$ cat config.mk
export PLATFORM = sky130hd
export DESIGN_NAME = instrmem_loader
export DESIGN_NICKNAME = d
export VERILOG_FILES = /design/src/rtl/instrmem_loader.sv
export SDC_FILE = /design/constraint.sdc
export NUM_CORES = 1
export LEC_CHECK = 0
export ABC_CLOCK_PERIOD_IN_PS = 2300
export BUFFER_PORTS_ARGS = -buffer_cell sky130_fd_sc_hd__buf_2
export CAP_MARGIN = 20
export CORE_ASPECT_RATIO = 1.25
export CORE_MARGIN = 1
export CORE_UTILIZATION = 23
export CTS_BUF_LIST = sky130_fd_sc_hd__clkbuf_2
export CTS_CLUSTER_DIAMETER = 60
export DETAILED_ROUTE_END_ITERATION = 8
export PLACE_DENSITY = 0.48
export SYNTH_ARGS = -nofsm -noshare
export SYNTH_HDL_FRONTEND = slang
export SYNTH_SLANG_ARGS = --single-unit
$ cat constraint.sdc
create_clock -name clk -period 2.3 [get_ports clk]
set_input_delay 0.115 -clock clk [delete_from_list [all_inputs] [get_ports clk]]
set_output_delay 0.115 -clock clk [all_outputs]
set_load 0.02 [all_outputs]
$ cat src/rtl/instrmem_loader.sv
// Boot-time instruction memory loader: 4-byte LE length, then LE 32-bit words written at byte addresses 0,4,8,...
// Optional trailer checksum byte enabled by defining INSTRMEM_LOADER_CHECKSUM_EN.
module instrmem_loader #(
  parameter int ADDRESS_WIDTH = 20,
  parameter int DATA_WIDTH    = 32
) (
  input  logic                    clk,
  input  logic                    rst_n,
  input  logic                    start,
  input  logic                    rx_valid,
  input  logic [7:0]              rx_data,
  output logic                    rx_ready,
  output logic                    mem_we,
  output logic [31:0]             mem_addr,
  output logic [DATA_WIDTH-1:0]   mem_wdata,
  output logic                    busy,
  output logic                    done,
  output logic                    err,
  output logic [ADDRESS_WIDTH:0]  word_count
);

  // Handshake: a byte moves on a rising edge where rx_valid && rx_ready;
  // rx_ready is registered and depends only on state, never on rx_valid.
  typedef enum logic [2:0] {
    S_IDLE, S_LEN, S_DATA, S_FLUSH, S_CSUM, S_DONE
  } state_e;

  state_e                  state_q, state_d;
  logic [23:0]             buf_q, buf_d;
  logic [1:0]              bcnt_q, bcnt_d;
  logic [ADDRESS_WIDTH:0]  wc_q, wc_d;
  logic [ADDRESS_WIDTH:0]  len_q, len_d;
  logic                    we_q, we_d;
  logic [31:0]             addr_q, addr_d;
  logic [DATA_WIDTH-1:0]   wdata_q, wdata_d;
  logic                    rdy_q, rdy_d;
  logic                    busy_q, busy_d;
  logic                    done_q, done_d;
  logic                    err_q, err_d;
`ifdef INSTRMEM_LOADER_CHECKSUM_EN
  logic [7:0]              sum_q, sum_d;
`endif

  logic                    fire;
  logic [32:0]             len_word;
  logic [32:0]             capacity;
  logic [ADDRESS_WIDTH:0]  wc_inc;

  assign fire     = rx_valid && rdy_q;
  assign len_word = {1'b0, rx_data, buf_q};
  assign capacity = 33'd1 << ADDRESS_WIDTH;
  assign wc_inc   = wc_q + (ADDRESS_WIDTH+1)'(1);

  always_comb begin
    state_d = state_q;
    buf_d   = buf_q;
    bcnt_d  = bcnt_q;
    wc_d    = wc_q;
    len_d   = len_q;
    we_d    = 1'b0;
    addr_d  = addr_q;
    wdata_d = wdata_q;
    err_d   = err_q;
`ifdef INSTRMEM_LOADER_CHECKSUM_EN
    sum_d   = sum_q;
`endif
    case (state_q)
      S_IDLE, S_DONE: begin
        if (start) begin
          state_d = S_LEN;
          buf_d   = '0;
          bcnt_d  = '0;
          wc_d    = '0;
          len_d   = '0;
          err_d   = 1'b0;
`ifdef INSTRMEM_LOADER_CHECKSUM_EN
          sum_d   = '0;
`endif
        end
      end
      S_LEN: begin
        if (fire) begin
          buf_d  = {rx_data, buf_q[23:8]};
          bcnt_d = bcnt_q + 2'd1;
          if (bcnt_q == 2'd3) begin
            if (len_word == 33'd0) begin
              state_d = S_DONE;
            end else if (len_word > capacity) begin
              state_d = S_DONE;
              err_d   = 1'b1;
            end else begin
              len_d   = len_word[ADDRESS_WIDTH:0];
              state_d = S_DATA;
            end
          end
        end
      end
      S_DATA: begin
        if (fire) begin
          buf_d  = {rx_data, buf_q[23:8]};
          bcnt_d = bcnt_q + 2'd1;
`ifdef INSTRMEM_LOADER_CHECKSUM_EN
          sum_d  = sum_q + rx_data;
`endif
          if (bcnt_q == 2'd3) begin
            wdata_d = DATA_WIDTH'({rx_data, buf_q});
            addr_d  = 32'({wc_q, 2'b00});
            we_d    = 1'b1;
            wc_d    = wc_inc;
            if (wc_inc == len_q) state_d = S_FLUSH;
          end
        end
      end
      S_FLUSH: begin
`ifdef INSTRMEM_LOADER_CHECKSUM_EN
        state_d = S_CSUM;
`else
        state_d = S_DONE;
`endif
      end
`ifdef INSTRMEM_LOADER_CHECKSUM_EN
      S_CSUM: begin
        if (fire) begin
          if (8'(sum_q + rx_data) != 8'd0) err_d = 1'b1;
          state_d = S_DONE;
        end
      end
`endif
      default: state_d = S_IDLE;
    endcase

    // Status outputs are registered copies of the next-state decode.
    rdy_d  = (state_d == S_LEN) || (state_d == S_DATA) || (state_d == S_CSUM);
    busy_d = (state_d == S_LEN) || (state_d == S_DATA) ||
             (state_d == S_FLUSH) || (state_d == S_CSUM);
    done_d = (state_d == S_DONE);
  end

  always_ff @(posedge clk or negedge rst_n) begin
    if (!rst_n) begin
      state_q <= S_IDLE;
      buf_q   <= '0;
      bcnt_q  <= '0;
      wc_q    <= '0;
      len_q   <= '0;
      we_q    <= 1'b0;
      addr_q  <= '0;
      wdata_q <= '0;
      rdy_q   <= 1'b0;
      busy_q  <= 1'b0;
      done_q  <= 1'b0;
      err_q   <= 1'b0;
`ifdef INSTRMEM_LOADER_CHECKSUM_EN
      sum_q   <= '0;
`endif
    end else begin
      state_q <= state_d;
      buf_q   <= buf_d;
      bcnt_q  <= bcnt_d;
      wc_q    <= wc_d;
      len_q   <= len_d;
      we_q    <= we_d;
      addr_q  <= addr_d;
      wdata_q <= wdata_d;
      rdy_q   <= rdy_d;
      busy_q  <= busy_d;
      done_q  <= done_d;
      err_q   <= err_d;
`ifdef INSTRMEM_LOADER_CHECKSUM_EN
      sum_q   <= sum_d;
`endif
    end
  end

  assign rx_ready   = rdy_q;
  assign mem_we     = we_q;
  assign mem_addr   = addr_q;
  assign mem_wdata  = wdata_q;
  assign busy       = busy_q;
  assign done       = done_q;
  assign err        = err_q;
  assign word_count = wc_q;

endmodule

Yosys cells after proc, flatten, opt, wreduce, memory -nomap -nowiden:

Cells that the tools add are included.

* output and inout port bits: 90
* register bits after elaboration: 129
* logic and storage cells: 85

* reduce and logical (&&, ||, !) cells: 17
* multiplexer cells: 33
* equal/unequal tests: 20
* order comparisons: 1
* add/subtract/negate cells: 2

Operators by type and width (count)
* 21-bit two-way mux: 7
* 21-bit one-hot mux with 2 select lines: 2
* 24-bit two-way mux: 2
* 24-bit one-hot mux with 2 select lines: 1
* 33-bit zero test: 1
* 32-bit by 21-bit > comparator with 1-bit output, second input constant: 1
* 3-bit two-way mux: 8
* 21-bit by 1-bit adder with 21-bit output, second input constant: 1
* 21-bit == test: 1
* 2-bit != test, second input constant: 8
* 3-bit by 2-bit == test with 1-bit output, second input constant: 4
* 3-bit one-hot mux with 4 select lines: 1
* 6-bit AND reduction: 2
* 3-bit == test, second input constant: 3
* 1-bit two-way mux: 8
* 3-bit by 1-bit == test with 1-bit output, second input constant: 2
* 3-bit AND reduction: 2
* 2-bit nonzero test: 3
* 1-bit logical OR: 4
* 2-bit two-way mux: 2
* 2-bit one-hot mux with 2 select lines: 1
* 4-bit AND reduction: 1
* 2-bit OR reduction: 2
* 3-bit zero test: 1
* 5 further kinds: 5

Logic depth before layout (Yosys ltp):

Gate-level depths: netlist (run 1).

* word-level depth: 10
* mapped depth: 8

Worst setup path after synthesis (run 1):

Ideal clock, no wire load.

* path type: reg2reg
* start point: register wc_q[0] (netlist: word_count[0])
* end point: register rdy_q (netlist: rx_ready)
* buffers on the path: 0
* data arrival time: 2295 ps
* setup slack: -123 ps
* library setup time: 128 ps
* required time: 2172 ps
* cell stages (with the launch flop): 9
* cell sequence: dfrtp_1 > ha_1 > and4_1 > and2_4 > nand3_4 > o21ba_2 > or4_1 > nor4_2 > nor2b_1

* word-level cells in the longest chain between the ends: 9

RTL lines
* start, declared: line 31 `logic [ADDRESS_WIDTH:0] wc_q, wc_d;`
* start signal, assigned: line 160 `wc_q <= wc_d;`
* 21-bit by 1-bit adder with 21-bit output (*): line 52 `assign wc_inc = wc_q + (ADDRESS_WIDTH+1)'(1);`
* 21-bit == test (*): line 110 `if (wc_inc == len_q) state_d = S_FLUSH;`
* 3-bit two-way mux (*): line 110
* 3-bit two-way mux (*): line 105 `if (bcnt_q == 2'd3) begin`
* 3-bit two-way mux (*): line 99 `if (fire) begin`
* 3-bit one-hot mux with 4 select lines (*): line 67 `case (state_q)`
* 3-bit by 1-bit == test with 1-bit output or 3-bit by 2-bit == test with 1-bit output (tied branches): line 133 `rdy_d = (state_d == S_LEN) || (state_d == S_DATA) || (state_d == S_CSUM);`
* 1-bit logical OR: line 133
* 1-bit logical OR (*): line 133
* net rdy_d: line 36 `logic rdy_q, rdy_d;`
* end signal, assigned: line 165 `rdy_q <= rdy_d;`
* end, declared: line 36

Mark *: on every way through the listed nets, which the timed path passes. The rest lies on a longest branch.
A chain may end at the register's enable or synchronous reset.

Worst setup path in the final report (run 1):

* start point: register wc_q[11] (netlist: word_count[11])
* end point: register state_q[0]

* word-level cells in the longest chain between the ends: 6

RTL lines
* 21-bit by 1-bit adder with 21-bit output: line 52
* 21-bit == test: line 110
* 3-bit two-way mux: line 110
* 3-bit two-way mux: line 105
* 3-bit two-way mux: line 99
* 3-bit one-hot mux with 4 select lines: line 67
* net state_d[0]: line 28 `state_e state_q, state_d;`
* end signal, assigned: line 157 `state_q <= state_d;`
* end, declared: line 28

The timed path passes the listed nets, and every way through them passes these cells.

==> results of run 1 <==
==> placed cells by master, fill, tap and decap left out, types with 11 or more instances in the layout <==
| cell type | instances |
|---|---|
| xnor2_1 | 18 |
| xor2_1 | 13 |
| clkbuf_2 | 17 |
| buf_4 | 82 |
| nor2_1 | 14 |
| buf_2 | 89 |
| dlygate4sd3_1 | 12 |
| conb_1 | 11 |
| dfrtp_1 | 124 |
| nand2_1 | 176 |
| a22o_1 | 47 |
| a21oi_1 | 11 |
| o21ai_0 | 32 |
==> path summary, 6_finish.rpt <==
| kind | to | cells after the start | start | slack, ns |
|---|---|---|---|---|
| worst max-delay path | state_q[0] | 8 | word_count[11] | 0.04 |
| worst min-delay path | mem_wdata[29] | 4 | rx_data[5] | 0.14 |
| worst min register to register | mem_addr[16] | 2 | mem_addr[16] | 0.49 |
| min in group asynchronous | mem_we | 4 | rst_n | 0.44 |
| worst max register to register | state_q[0] | 8 | word_count[11] | 0.04 |
| max in group asynchronous | mem_wdata[11] | 4 | rst_n | 1.49 |
==> kinds of logic after synthesis <==
logic type               count (synthesis)
buffers and inverters                   54
other                                    1
adder cells (fa/ha/maj)                  2
AO/OA/AOI/OAI                          123
multiplexers                             4
AND/OR/NAND/NOR                        257
flip-flops                             129
XOR/XNOR                                32
==> layer usage <==
layer / routed length [um] / track usage / part of all wire / vias to the layer above
met2: 8760 / 0.232 / 0.51 / 120
met5: 0 / 0 / 0 / -
met1: 7660 / 0.172 / 0.44 / 2398
met4: 221 / 0.0459 / 0.013 / 0
met3: 699 / 0.0279 / 0.040 / 16
li1: - / - / - / 2400
==> synth_stat cells (5+ instances only) <==
master and count:
o21ai_0 33, a21oi_1 11, buf_2 7, a22o_1 47, nor2_1 14, nor4_1 8
o31ai_1 9, inv_1 6, nand3_1 10, nor2b_1 5, nand2_1 177, xnor2_1 18
dfrtp_1 129, and3_1 6, xor2_1 14, buf_4 14, clkbuf_1 27
==> power by group <==
| part | switching (uW) | internal [uW] | total, uW |
|---|---|---|---|
| Clock | 920 | 1040 | 1960 |
| Sequential | 180 | 2520 | 2700 |
| Combinational | 904 | 732 | 1640 |
==> cell type report <==
class                   count  area, um^2  area share
flip-flops and latches    129        3230       0.408
repair buffers            189        1280       0.162
diodes                      1        2.50    0.000315
multi-input cells         429        2630       0.331
clock inverters            14         262      0.0330
inverters                   6        22.5     0.00284
well taps                 335         419      0.0528
clock buffers              17        85.1      0.0107
==> what timing repair did <==
| action | in CTS | in global routing |
|---|---|---|
| hold buffers | 13 | 0 |
| setup endpoints to repair | 2 | 29 |
| gates resized for setup | 13 | 16 |
| hold endpoints to repair | 152 | 0 |
| setup buffers | 7 | 7 |
| pin swaps | 4 | 8 |
==> per-stage QoR <==
stage / setup TNS (ns) / util / instance area [um^2]
2_1_floorplan: 0 / - / 5970
3_3_place_gp: -0.511 / 0.284 / 7190
4_1_cts: 0 / 0.308 / 7800
5_1_grt: -0.0630 / 0.314 / 7940
3_5_place_dp: -0.493 / 0.284 / 7190
6_report: 0 / 0.314 / 7940
==> worst reg2reg max path: stages (launching register included) <==
cell,delay [ns]
dfrtp_1,0.43
buf_4,0.14
and3_4,0.18
nand4_1,0.08
and2b_2,0.24
xnor2_1,0.15
or4_4,0.50
nor4_4,0.35
a2111o_1,0.15
==> sequential cells by signal, indices dropped and copies added (netlist names) <==
| signal | count |
|---|---|
| err | 1 |
| busy | 1 |
| mem_addr | 21 |
| word_count | 21 |
| rx_ready | 1 |
| len_q | 21 |
| mem_wdata | 32 |
| done | 1 |
| state_q | 3 |
| bcnt_q | 2 |
| buf_q | 24 |
| mem_we | 1 |
==> summary.txt, run 1 <==
Clock tree
  • Root buf cell: clkbuf_2
  • Worst-path clk slew: 0.21 ns
  • # clock sinks: ~130
  • Longest Clk Path Bufs: 2
  • Insertion delay to the later sink of the worst-skew pair: ~0.7 ns
  • CTS Buf Count: 17
  • CTS H-Tree Depth: 4
  • CTS tree: built

Route
  • Final ANT Viol Nets: 0
  • 1st-pass router iterations: 4
  • Vias post-DR: 4,934
  • Routed len/inst: between 15 and 20 um
  • Routed vias/inst: approximately 4.4
  • 1st-iter DRT viols: between 200 and 250
  • DRC violations left: 0
  • Post-Route WL: around 17 mm

STA
  • Unrepaired setup endpoints after global routing: true
  • Setup WS post-layout: between 0.03 and 0.04 ns
  • Finish-stage setup viols: 0
  • Fmax: 0.442 GHz
  • Final hold violations: 0
  • Final period utilization: 0.984
  • Final clock skew: a little over 0.04 ns
  • Hold_ws: 0.144 ns
  • Clock period minus worst slack: ~2.3 ns
  • Fin. max-slew vios: 0

Synth
  • Synth Area in Compound Gates: 0.149
  • Synthesized-area fraction occupied by xor and xnor cells: 0.0473
  • Yosys top cell area share: 0.545
  • Ys Warns: 0
  • Seq cells post-synth: ~130
  • Synthesized area per cell: just under 10 um^2
  • Area leader, netlist: dfrtp_1
  • Synth Area in Simple Gates: 0.202
  • Syn Inst Count: around 600
  • Dominant cells by area after synthesis: dfrtp_1, nand2_1, a22o_1
  • Async SR Flop Fraction: 1.00
  • Number of synthesized flops with an enable pin: 0
  • Mux contribution to synthesized area: 0.00718
  • Cell variety after synth: 55
  • Largest family of logic cells by synthesized area: simple AND/OR/NAND/NOR gates
  • Post-synthesis cell area: just under 0.006 mm^2
  • Most common flop cell mapped by yosys: dfrtp_1
  • Post-Synth Adder-Cell Area: 0.00422
  • Seq/Total Area, Yosys: 0.545

Floorplan
  • Die H: ~180 um
  • DIE WIDTH: approximately 150 um
  • Std-Cell Rows: 65
  • IO Pins: 102
  • Core area: 0.0253 mm^2
  • Starting density of the core: 0.234
  • Die Area: roughly 0.026 mm^2

Global route
  • First-pass GRT wire length: between 20 and 30 mm
  • Grt total ovfl: 0
  • Largest net degree at the start of global routing: between 40 and 50
  • Vias in the first global route: 4,915
  • GRT Total Usage: 0.136
  • Initial antenna violation count: 1

Power and ir drop
  • Static Leakage: between 0.004 and 0.005 uW
  • Pwr Total: around 6300 uW
  • Power Density: around 790 mW/mm^2
  • Peak supply drop: 422 uV

Worst setup path
  • Slowest stage delay, CP: about 0.50 ns
  • CP max stage cell: or4_4
  • Worst-path cell chain: buf_4 > and3_4 > nand4_1 > and2b_2 > xnor2_1 > or4_4 > nor4_4 > a2111o_1
  • Bufs and invs on worst path: 1
  • CP Class: register to register
  • WP data arrival: 2.92 ns
  • Largest delay share family, worst path: simple AND/OR/NAND/NOR gates
  • Critical Path Sink Type: register
  • Critical Path Source Type: register
  • Worst-path fanout max: 3
  • CP required: 2.96 ns

Layout
  • P&R area growth vs syn: 33.9%
  • Post-route non-filler standard cell count: between 1,000 and 1,500
  • Net count, final: a little under 800
  • Layout cells sized above 1: 0.316
  • Fillers: 2,657

Job
  • # Max-Cap Violations: 0

Run status
  • Status: completed

Placement
  • Routability Congestion: 0.752
  • Placement Setup Slack: -0.253 ns
  • I/O Buffers: 90
  • Dpl cells: between 1,000 and 1,500
  • DP Wirelength: about 12 mm

Hold path
  • Worst Hold Class: input port to register
No activity file was read; power rests on OpenSTA's default activity.
==> inputs of run 2 (changes only) <==
- CORE_MARGIN: 1 -> 4
- PLACE_DENSITY: 0.48 -> unset
- SETUP_SLACK_MARGIN: unset -> 0.5
==> summary.txt, run 2 (synthesis gave the netlist of run 1 again) <==
Clock tree
  • Root buf cell: clkbuf_2 (unchanged)
  • Insertion delay to the later sink of the worst-skew pair: 0.73 ns (was 0.71 ns)
  • CTS tree: built (unchanged)
  • CTS Buf Count: 17 (unchanged)
  • Worst-path clk slew: 0.24 ns (was 0.21 ns)
  • CTS H-Tree Depth: 4 (unchanged)
  • # clock sinks: 129 (unchanged)
  • Longest Clk Path Bufs: 2 (unchanged)

Route
  • Routed length on met3: 1.11 mm (was 699 um)
  • Routed vias/inst: 4.60 (was 4.41)
  • Routed len/inst: 17.4 um (was 15.5 um)
  • 1st-pass router iterations: 4 (unchanged)
  • Met2 routed WL: 9.81 mm (was 8.76 mm)
  • Vias post-DR: 5,329 (was 4,934)
  • DRC violations left: 0 (unchanged)
  • Wl on met1: 8.78 mm (was 7.66 mm)
  • Final ANT Viol Nets: 0 (unchanged)
  • Post-Route WL: 20.1 mm (was 17.3 mm)
  • Uppermost layer routed: met4 (unchanged)
  • 1st-iter DRT viols: 267 (was 221)

Hold path
  • Worst Hold Class: input port to register (unchanged)

Layout
  • Layout cells sized above 1: 0.405 (was 0.316)
  • Post-route non-filler standard cell count: 1,159 (was 1,120)
  • Max reg flops: 32 (unchanged)
  • Antenna diodes: 0 (was 1)
  • P&R area growth vs syn: 46.6% (was 33.9%)
  • Commonest non-fill, non-tap cells in the layout: nand2_1, dfrtp_1, buf_4 (was nand2_1, dfrtp_1, buf_2)
  • Net count, final: 825 (was 786)
  • Commonest non-fill, non-tap cell in the layout: nand2_1 (unchanged)

STA
  • Final period utilization: 0.980 (was 0.984)
  • Clock period minus worst slack: 2.25 ns (was 2.26 ns)
  • Setup WS post-layout: 0.0456 ns (was 0.0371 ns)
  • Fmax: 0.444 GHz (was 0.442 GHz)
  • Final hold violations: 0 (unchanged)
  • Rel. slew slack: 0.560
  • Unrepaired setup endpoints after global routing: true (unchanged)
  • Final clock skew: 0.0410 ns (was 0.0404 ns)
  • Finish-stage setup viols: 0 (unchanged)
  • Fin. max-slew vios: 0 (unchanged)
  • Least-Margin Pin Slew: about 0.66 ns

Floorplan
  • Die Area: 0.0284 mm^2 (was 0.0264 mm^2)
  • Starting density of the core: 0.234 (unchanged)
  • Die H: 187 um (was 181 um)
  • DIE WIDTH: 152 um (was 146 um)
  • Std-Cell Rows: 65 (unchanged)
  • Core area: 0.0253 mm^2 (unchanged)
  • IO Pins: 102 (unchanged)

Placement
  • I/O Buffers: 90 (unchanged)
  • DP Wirelength: 12.2 mm (was 12.0 mm)
  • Routability Congestion: 0.870 (was 0.752)
  • Placement Setup Slack: -0.0683 ns (was -0.253 ns)
  • Dpl cells: 1,048 (was 1,061)

Global route
  • Largest net degree at the start of global routing: 70 (was 46)
  • Vias in the first global route: 5,064 (was 4,915)
  • First-pass GRT wire length: 28.7 mm (was 27.8 mm)
  • GRT Total Usage: 0.130 (was 0.136)
  • Initial antenna violation count: 0 (was 1)
  • Grt total ovfl: 0 (unchanged)

Job
  • # Max-Cap Violations: 0 (unchanged)

Power and ir drop
  • Static Leakage: 0.00446 uW (was 0.00416 uW)
  • Power Density: 728 mW/mm^2 (was 793 mW/mm^2)
  • Peak supply drop: 394 uV (was 422 uV)

Worst setup path
  • CP required: 2.98 ns (was 2.96 ns)
  • WP data arrival: 2.93 ns (was 2.92 ns)
  • Worst-path fanout max: 5 (was 3)
  • CP Class: register to register (unchanged)
  • Critical Path Source Type: register (unchanged)
  • Critical Path Sink Type: register (unchanged)

Run status
  • Status: completed (unchanged)
run 2: changes by cell type in the layout (fill, tap and decap cells not counted), moves of 8 or more:
cell     before  now
buf_6         2   16
dfrtp_1     124  114
dfrtp_2       5   15
o21ai_0      32   16
o21ai_1       2   10
run 2: worst max-delay path, cell delays in order (launching register included):
cell	delay, ns
dfrtp_2	0.49
nand3_4	0.17
nor4_4	0.06
buf_4	0.16
buf_4	0.14
nand3_4	0.10
nor3_1	0.05
or4_4	0.53
nor4_4	0.36
a2111o_1	0.15
run 2: power by group:
part           switching [uW]  total [uW]  internal [uW]
Combinational            1200        2310           1110
Clock                     976        1290            314
Sequential                207        2720           2520
run 2: through the flow:
stage	power, uW	utilization	instance area [um^2]	hold WS, ns	TNS [ns]
after detailed placement	4360	0.284	7180	0.178	-0.129
after floorplan	3610	-	6100	-0.181	0
after CTS	5820	0.311	7870	0.0592	0
final	6320	0.344	8690	0.110	0
after global placement	4350	0.284	7180	0.179	-0.000857
after global routing	6670	0.344	8690	0.0408	-0.132
run 2: cell type report:
type | instances | area, um^2
Sequential cell | 129 | 3250
Fill cell | 2564 | 16600
Timing Repair Buffer | 224 | 1830
Clock inverter | 15 | 123
Clock buffer | 17 | 85.1
Tap cell | 335 | 419
Inverter | 6 | 35.0
Multi-Input combinational cell | 433 | 2950
run 2: final timing paths:
path | startpoint | end | slack, ns | depth (start not counted)
max | word_count[1] | state_q[0] | 0.05 | 9
min | rx_data[5] | mem_wdata[29] | 0.11 | 4
max reg2reg | word_count[1] | state_q[0] | 0.05 | 9
min reg2reg | mem_addr[10] | mem_addr[10] | 0.50 | 2
max in group asynchronous | rst_n | len_q[13] | 1.05 | 4
min in group asynchronous | rst_n | mem_wdata[30] | 0.47 | 3
run 2: layer usage:
| metal | vias to the layer above | track usage |
|---|---|---|
| li1 | 2508 | - |
| met1 | 2616 | 0.178 |
| met2 | 171 | 0.208 |
| met3 | 34 | 0.0298 |
| met4 | 0 | 0.0339 |
| met5 | - | 0 |
run 2: repair_timing:
action | in CTS | in global routing
endpoints found under the hold margin | 152 | 0
cloned | 3 | 13
pin swaps | 12 | 22
buffers inserted | 23 | 28
hold buffers | 12 | 0
resized for setup | 30 | 106
endpoints found under the setup margin | 93 | 97
==> inputs of run 3 (changes only) <==
- CTS_BUF_LIST: sky130_fd_sc_hd__clkbuf_2 -> sky130_fd_sc_hd__clkbuf_8
==> summary.txt, run 3 (synthesis gave the netlist of run 1 again) <==
Route
  • Final ANT Viol Nets: 0 (unchanged)
  • Routed len/inst: 17.3 um (was 17.4 um)
  • Routed vias/inst: 4.57 (was 4.60)
  • Post-Route WL: 19.9 mm (was 20.1 mm)
  • Vias post-DR: 5,261 (was 5,329)
  • 1st-pass router iterations: 5 (was 4)
  • 1st-iter DRT viols: 235 (was 267)
  • DRC violations left: 0 (unchanged)

Layout
  • Layout cells sized above 1: 0.389 (was 0.405)
  • Max reg flops: 32 (unchanged)
  • Post-route cell area: 0.00859 mm^2 (was 0.00869 mm^2)
  • Net count, final: 816 (was 825)
  • Fillers: 2,557 (was 2,564)
  • Register area: 0.00325 mm^2 (about the same)
  • P&R area growth vs syn: 44.9% (was 46.6%)
  • Post-route non-filler standard cell count: 1,150 (was 1,159)
  • Area occupied by multi-input gates: 0.00288 mm^2 (was 0.00295 mm^2)
  • Commonest non-fill, non-tap cell in the layout: nand2_1 (unchanged)
  • Commonest non-fill, non-tap cells in the layout: nand2_1, dfrtp_1, buf_4 (unchanged)
  • Antenna diodes: 0 (unchanged)

Hold path
  • Hold Crit Start: start (was rx_data[5])
  • Worst Hold Class: input port to register (unchanged)

Global route
  • First-pass GRT wire length: 29.1 mm (was 28.7 mm)
  • Initial antenna violation count: 0 (unchanged)
  • GRT Total Usage: 0.132 (was 0.130)
  • Grt total ovfl: 0 (unchanged)
  • Largest net degree at the start of global routing: 79 (was 70)
  • Vias in the first global route: 5,101 (was 5,064)

Clock tree
  • Worst-path clk slew: 0.08 ns (was 0.24 ns)
  • Insertion delay to the later sink of the worst-skew pair: 0.46 ns (was 0.73 ns)
  • CTS tree: built (unchanged)
  • # clock sinks: 129 (unchanged)
  • CTS Buf Count: 17 (unchanged)
  • Root buf cell: clkbuf_8 (was clkbuf_2)
  • CTS H-Tree Depth: 4 (unchanged)
  • Longest Clk Path Bufs: 2 (unchanged)

Worst setup path
  • Bufs and invs on worst path: 1 (was 2)
  • Worst-path fanout max: 4 (was 5)
  • CP max stage cell: or4_4 (unchanged)
  • Slowest stage delay, CP: 0.50 ns (was 0.53 ns)
  • Critical Path Source Type: register (unchanged)
  • Largest delay share family, worst path: simple AND/OR/NAND/NOR gates (unchanged)
  • Worst-path cell chain: nand3_4 > buf_12 > nor3_4 > and2b_2 > xnor2_1 > or4_4 > nor4_4 > a2111o_1 (was nand3_4 > nor4_4 > buf_4 > buf_4 > nand3_4 > nor3_1 > or4_4 > nor4_4 > a2111o_1)
  • Worst r2r src: word_count[0] (was word_count[1])
  • Critical Path Sink Type: register (unchanged)
  • CP required: 2.70 ns (was 2.98 ns)
  • Setup crit start: word_count[0] (was word_count[1])
  • CP Class: register to register (unchanged)
  • WP data arrival: 2.65 ns (was 2.93 ns)

Floorplan
  • Std-Cell Rows: 65 (unchanged)
  • Core area: 0.0253 mm^2 (unchanged)
  • Die H: 187 um (unchanged)
  • Die Area: 0.0284 mm^2 (unchanged)
  • Starting density of the core: 0.234 (unchanged)
  • IO Pins: 102 (unchanged)
  • DIE WIDTH: 152 um (unchanged)

STA
  • Final clock skew: 0.0140 ns (was 0.0410 ns)
  • Setup WS post-layout: 0.0454 ns (was 0.0456 ns)
  • Unrepaired setup endpoints after global routing: true (unchanged)
  • Final period utilization: 0.980 (about the same)
  • Least-Margin Pin Slew: 0.664 ns (was 0.660 ns)
  • Rel. slew slack: 0.557 (was 0.560)
  • Setup TNS Final: 0 ns (unchanged)
  • Finish-stage setup viols: 0 (unchanged)
  • Hold_ws: 0.0349 ns (was 0.110 ns)
  • Clock period minus worst slack: 2.25 ns (about the same)
  • Fin. max-slew vios: 0 (unchanged)
  • Final hold violations: 0 (unchanged)
  • Fmax: 0.444 GHz (about the same)

Placement
  • Placement Setup Slack: -0.0683 ns (unchanged)
  • I/O Buffers: 90 (unchanged)
  • DP Wirelength: 12.2 mm (unchanged)
  • Dpl cells: 1,048 (unchanged)
  • Routability Congestion: 0.870 (unchanged)
  • Area of placed instances: 0.00718 mm^2 (unchanged)

Run status
  • Status: completed (unchanged)

Power and ir drop
  • Peak supply drop: 441 uV (was 394 uV)
  • Static Leakage: 0.00444 uW (was 0.00446 uW)
  • Power Density: 791 mW/mm^2 (was 728 mW/mm^2)

Job
  • # Max-Cap Violations: 0 (unchanged)
==> run 3: cell types whose count changed in the layout (fill, tap and decap cells not counted), moves of 3 or more <==
| cell | change |
|---|---|
| nor2_1 | +3 |
| dlygate4sd3_1 | -3 |
| clkbuf_2 | -17 |
| buf_12 | -4 |
| clkbuf_8 | +18 |
| buf_4 | +5 |
| buf_6 | -8 |
==> run 3: final timing paths <==
path | endpoint | slack (ns) | cells past startpoint
max | state_q[0] | 0.05 | 8
min | busy | 0.03 | 3
max reg2reg | state_q[0] | 0.05 | 8
min reg2reg | mem_addr[5] | 0.47 | 2
max in group asynchronous | len_q[13] | 1.33 | 3
min in group asynchronous | mem_wdata[30] | 0.24 | 2
==> run 3: cell type report <==
type / instances / share of cell area
Sequential cell: 129 / 0.378
Clock inverter: 14 / 0.0138
Clock buffer: 18 / 0.0288
Timing Repair Buffer: 215 / 0.193
Tap cell: 335 / 0.0488
Multi-Input combinational cell: 433 / 0.335
Inverter: 6 / 0.00350
==> run 3: where the power goes <==
group / leakage, uW / internal (uW) / switching, uW
Sequential: 0.00174 / 2520 / 203
Combinational: 0.00251 / 1050 / 1190
Clock: 0.000184 / 806 / 1030
==> run 3: worst register-to-register path: cells and delay by family (launching register included) <==
family                 cells  cell delay [ns]
buffers and inverters      1             0.17
AND/OR/NAND/NOR            5             1.36
AO/OA/AOI/OAI              1             0.15
XOR/XNOR                   1             0.07
flip-flops                 1             0.43
==> run 3: what timing repair did <==
item,CTS,global route
pin swaps,15,18
gates resized for setup,35,64
endpoints found under the setup margin,93,94
hold buffers,9,0
gates cloned,6,6
buffers inserted,20,29
endpoints found under the hold margin,83,0
==> run 3: through the flow <==
stage	power [uW]	util
2_1_floorplan	3610	-
3_3_place_gp	4350	0.284
3_5_place_dp	4360	0.284
4_1_cts	6490	0.316
5_1_grt	7120	0.340
6_report	6790	0.340
==> run 3: routing by layer <==
metal	part of all wire	wire, um	global-route usage
met1	0.44	8690	0.177
met2	0.49	9730	0.213
met3	0.049	979	0.0296
met5	0	0	0
met4	0.023	464	0.0401
